$ cat config.mk
export PLATFORM = sky130hd
export DESIGN_NAME = uart_rx_deser
export DESIGN_NICKNAME = d
export VERILOG_FILES = /design/src/rtl/uart_const_pkg.sv /design/src/rtl/uart_rx_deser.sv
export SDC_FILE = /design/constraint.sdc
export NUM_CORES = 1
export LEC_CHECK = 0
export CORE_ASPECT_RATIO = 1.5
export CORE_UTILIZATION = 40
export CTS_BUF_LIST = sky130_fd_sc_hd__clkbuf_4 sky130_fd_sc_hd__clkbuf_8
export DETAILED_ROUTE_END_ITERATION = 12
export DONT_BUFFER_PORTS = 1
export GPL_TIMING_DRIVEN = 1
export SYNTH_ARGS = -nofsm -noshare
export SYNTH_HDL_FRONTEND = slang
export SYNTH_SLANG_ARGS = --single-unit
export TNS_END_PERCENT = 100
$ cat constraint.sdc
create_clock -name CLK -period 3.75 [get_ports CLK]
set_input_delay 0.75 -clock CLK [delete_from_list [all_inputs] [get_ports CLK]]
set_output_delay 0.75 -clock CLK [all_outputs]
set_load 0.03 [all_outputs]
$ cat src/rtl/uart_const_pkg.sv
// Shared constants and state encodings for the UART receive path and message checker.
package uart_const_pkg;
   localparam int   UART_DATA_BITS = 8;
   localparam logic UART_IDLE_LVL  = 1'b1;

   typedef enum logic [1:0] {RX_IDLE, RX_START, RX_DATA, RX_STOP} rx_state_t;
   typedef enum logic [1:0] {CK_IDLE, CK_ALIGN, CK_WAIT, CK_FINISH} ck_state_t;
endpackage

$ cat src/rtl/uart_rx_deser.sv
// Oversampled 8N1 deserialiser: 2-FF synchroniser, start-edge detect, mid-bit sampling.
module uart_rx_deser
   import uart_const_pkg::*;
#(
   parameter int OVERSAMPLE = 16
) (
   input  logic       CLK,
   input  logic       RESET,
   input  logic       RXD,
   output logic       BYTE_VALID,
   output logic [7:0] BYTE_DATA,
   output logic       FRAME_ERR
);
   localparam int CW = $clog2(OVERSAMPLE);
   localparam logic [CW-1:0] HALF_M1 = CW'(OVERSAMPLE/2 - 1);
   localparam logic [CW-1:0] FULL_M1 = CW'(OVERSAMPLE - 1);
   localparam logic [2:0]    LAST_BIT = 3'(UART_DATA_BITS - 1);

   // sync[1] is the synchronised line, sync[2] its previous value for edge detect
   logic [2:0]          sync;
   rx_state_t           state;
   logic [CW-1:0]       tick;
   logic [2:0]          bit_idx;
   logic [7:0]          shreg;
   logic                rx;
   logic                fall;

   assign rx   = sync[1];
   assign fall = sync[2] & ~sync[1];

   always_ff @(posedge CLK) begin
      if (RESET) begin
         sync       <= {3{UART_IDLE_LVL}};
         state      <= RX_IDLE;
         tick       <= '0;
         bit_idx    <= '0;
         shreg      <= '0;
         BYTE_VALID <= 1'b0;
         BYTE_DATA  <= '0;
         FRAME_ERR  <= 1'b0;
      end else begin
         sync       <= {sync[1:0], RXD};
         BYTE_VALID <= 1'b0;
         FRAME_ERR  <= 1'b0;
         case (state)
            RX_IDLE: begin
               if (fall) begin
                  state <= RX_START;
                  tick  <= '0;
               end
            end
            RX_START: begin
               if (tick == HALF_M1) begin
                  tick    <= '0;
                  bit_idx <= '0;
                  state   <= rx ? RX_IDLE : RX_DATA;
               end else begin
                  tick <= tick + 1'b1;
               end
            end
            RX_DATA: begin
               if (tick == FULL_M1) begin
                  tick  <= '0;
                  shreg <= {rx, shreg[7:1]};
                  if (bit_idx == LAST_BIT) state <= RX_STOP;
                  else                     bit_idx <= bit_idx + 1'b1;
               end else begin
                  tick <= tick + 1'b1;
               end
            end
            RX_STOP: begin
               if (tick == FULL_M1) begin
                  tick       <= '0;
                  BYTE_VALID <= 1'b1;
                  BYTE_DATA  <= shreg;
                  FRAME_ERR  <= ~rx;
                  state      <= RX_IDLE;
               end else begin
                  tick <= tick + 1'b1;
               end
            end
            default: state <= RX_IDLE;
         endcase
      end
   end
endmodule

==> results.sh <==
export IMPL_outcome="finished clean"
export IMPL_cp_slowest_stage_delay_ns=0.89
export IMPL_n_fill_cell=294
export IMPL_core_area_sq_um=2970
export IMPL_reg2reg_to="BYTE_DATA[2]"
export IMPL_post_cts_buffers=0
export IMPL_start_util_pct=43.1
export IMPL_p_int_w=0.000482
export IMPL_cp_max_fo=28
export IMPL_ys_ff_latch=30
export IMPL_worst_pin_slew_ns=0.874
export IMPL_cts_root_buf="clkbuf_8"
export IMPL_power_frac_seq_pct=53.8
export IMPL_relSlewSlack_pct=41.7
export IMPL_drive_above_1_share_pct=8.57
export IMPL_gr_total_overflow=0
export IMPL_diodes=0
export IMPL_post_place_ws_ns=1.93
export IMPL_synth_avg_cell_area_sq_um=8.84
export IMPL_syn_inst=145
export IMPL_die_height_um=71.4
export IMPL_drtIter0Drc=39
export IMPL_numCtsBuffers=5
export IMPL_final_area_sq_um=1360
export IMPL_critPathRequiredTime_ns=3.91
export IMPL_row_count=24
export IMPL_hold_depth=1
export IMPL_syn_area_sq_um=1280
export IMPL_skew_ns=0.00381
export IMPL_hold_worst_slack_ns=0.409
export IMPL_yosys_top_cells_count="30 x dfxtp_1, 20 x nand3_1, 18 x a21oi_1, 18 x o21ai_0, 6 x nor2_1"
export IMPL_rsz0062_at_grt="no"
export IMPL_antenna_found_initial=0
export IMPL_cp_top_family="flip-flops"
export IMPL_first_pass_iters=4
export IMPL_min_from="sync[0]"
export IMPL_cellPowerDensity_nw_per_um2=448
export IMPL_power_frac_comb_pct=2.1
export IMPL_postPlaceCellArea_sq_um=1260
export IMPL_syn2layout_area_growth_pct=6.05
export IMPL_finalCritPeriodShare_pct=49.4
export IMPL_clk_pin_slew_ns=0.06
export IMPL_hp_class="reg2reg"
export IMPL_critPathKind="reg2reg"
export IMPL_vias=1022
export IMPL_setup_slack_ns=1.90
export IMPL_peakVddDrop_v=0.000212
export IMPL_die_w_um=48.2
export IMPL_clock_sinks=30
export IMPL_grt_usage_pct=15.7
export IMPL_io_pins=13
export IMPL_clock_latency_ns=0.28
export IMPL_grt_max_degree=36
export IMPL_synth_top_area_share_pct=46.8
export IMPL_io_buffer_count=0
export IMPL_synth_warnings=0
export IMPL_syn_nets=151
export IMPL_setup_violations=0
export IMPL_wl_per_cell_um=13.1
export IMPL_async_flop_share_pct=0
export IMPL_min_to="sync[1]"
export IMPL_synth_cell_types=36
export IMPL_finalSetupTns_ns=0
export IMPL_start_kind="flip-flop"
export IMPL_critPathBufInv=1
export IMPL_hold_violations=0
export IMPL_yosys_top_cells_area="dfxtp_1 47%, nand3_1 7.8%, a21oi_1 7.0%"
export IMPL_synth_edf_count=0
export IMPL_fmax_mhz=540
export IMPL_r2r_cells=3
export IMPL_tritoncts="done"
export IMPL_die_area_sq_um=3440
export IMPL_reg2reg_slack_ns=1.90
export IMPL_nNetsFinal=145
export IMPL_yosys_area_top_type="dfxtp_1"
export IMPL_rr_startpoint="state[0]"
export IMPL_ctsHoldBuffers=0
export IMPL_clockBufferDepth=2
export IMPL_synth_most_common_cell="dfxtp_1"
export IMPL_grt_pass1_vias=915
export IMPL_p_switching_w=0.000128
export IMPL_endpoint_kind="flip-flop"
export IMPL_p_leak_nw=0.445
export IMPL_swShare_pct=20.9
export IMPL_fin_crit_ns=1.85
export IMPL_place_gp_congestion=0.732
export IMPL_ys_seq_area_share_pct=46.8
export IMPL_cp_depth=3
export IMPL_maxCapViolations=0
export IMPL_path_cells="inv_1 > o21ai_0 > a21oi_1"
export IMPL_total_power_w=0.000610
export IMPL_crit_arrival_ns=2.01
export IMPL_avgViaCountPerCell=5.71
export IMPL_cts_resized=0
export IMPL_slew_viol_final=0
export IMPL_wl_um=2350
export IMPL_cp_startpoint="state[0]"
export IMPL_ant_nets=0
export IMPL_hpwl_um=1510
export IMPL_pwr_share_clk_pct=44.1
export IMPL_synth_main_ff_cell="dfxtp_1"
export IMPL_htreeDepth=2
export IMPL_crit_slowest_cell="dfxtp_1"
export IMPL_drc=0
export IMPL_grt_pass1_wl_um=3800
[worst max-delay path by stage]
stage          slack (ns)           end
6_report             1.90  BYTE_DATA[2]
5_1_grt              1.71  BYTE_DATA[2]
4_1_cts              1.93  BYTE_DATA[3]
3_5_place_dp         1.93  BYTE_DATA[4]
3_3_place_gp         1.99  BYTE_DATA[5]
2_1_floorplan        2.17    BYTE_VALID
[final cells by class]
cell class | instances | area [sq um] | area share (%)
clock buffer | 7 | 90.1 | 6.62
clock inverter | 1 | 5.00 | 0.368
inverter | 2 | 7.51 | 0.552
multi-input combinational | 100 | 608 | 44.7
sequential | 30 | 601 | 44.2
tap | 39 | 48.8 | 3.59
[power by group through the flow]
stage	registers, W	clock network [W]	logic [W]
2_1_floorplan	0.000330	0	0.0000204
3_3_place_gp	0.000335	0	0.0000127
3_5_place_dp	0.000335	0	0.0000130
4_1_cts	0.000328	0.000278	0.0000131
5_1_grt	0.000328	0.000292	0.0000143
6_report	0.000328	0.000269	0.0000128
[flip-flops by register name (all words and copies together) (netlist names), named ones only]
| register | flops |
|---|---|
| BYTE_DATA | 8 |
| bit_idx | 3 |
| tick | 4 |
| state | 1 |
| sync | 3 |
| shreg | 8 |
| BYTE_VALID | 1 |
| FRAME_ERR | 1 |
[logic make-up after synthesis]
kind of cell,count (synthesis),share of synthesized area [%]
fa+ha+maj,3,2.93
compound gates,45,20.0
xor+xnor,1,0.683
flops,30,46.8
mux,3,2.34
buf+inv,15,5.76
simple gates,48,21.5
[cell usage in the layout, fill, tap and decap left out, drive strengths merged]
| cell | netlist | final |
|---|---|---|
| a31oi | 1 | 1 |
| inv | 2 | 2 |
| mux2i | 3 | 3 |
| a211o | 1 | 1 |
| a311oi | 1 | 1 |
| ha | 3 | 3 |
| o21a | 1 | 1 |
| nand2 | 3 | 3 |
| a221oi | 1 | 1 |
| clkinv | 0 | 1 |
| nand4 | 1 | 1 |
| or4bb | 1 | 1 |
| nand2b | 4 | 4 |
| a21oi | 18 | 18 |
| o21ai | 18 | 18 |
| clkbuf | 5 | 7 |
| nor4bb | 1 | 1 |
| o32ai | 1 | 1 |
| nand3 | 20 | 20 |
| o31ai | 1 | 1 |
| dfxtp | 30 | 30 |
| nand3b | 2 | 2 |
| and2 | 1 | 1 |
| o211ai | 2 | 2 |
| nor3b | 1 | 1 |
| or2 | 3 | 3 |
| nand4b | 1 | 1 |
| nor2 | 6 | 6 |
| xor2 | 1 | 1 |
| nor2b | 2 | 2 |
| and4 | 1 | 1 |
| nand4bb | 1 | 1 |
[per-stage QoR]
step | cells | utilization [%]
floorplan | 145 | -
global placement | 171 | 42.6
detailed placement | 171 | 42.6
CTS | 179 | 45.7
global route | 179 | 45.7
finish | 179 | 45.7
[routing by layer]
metal  part of all wire (%)  wire (um)  track usage, %  vias to the layer above
met1                     43       1010            16.2                      492
met5                      0          0               0                        -
met4                    1.7         41            7.41                        0
met3                    3.4         80            7.05                        5
met2                     52       1210            25.5                       15
li1                       -          -               -                      510
Power figures use the tool's default switching activity.
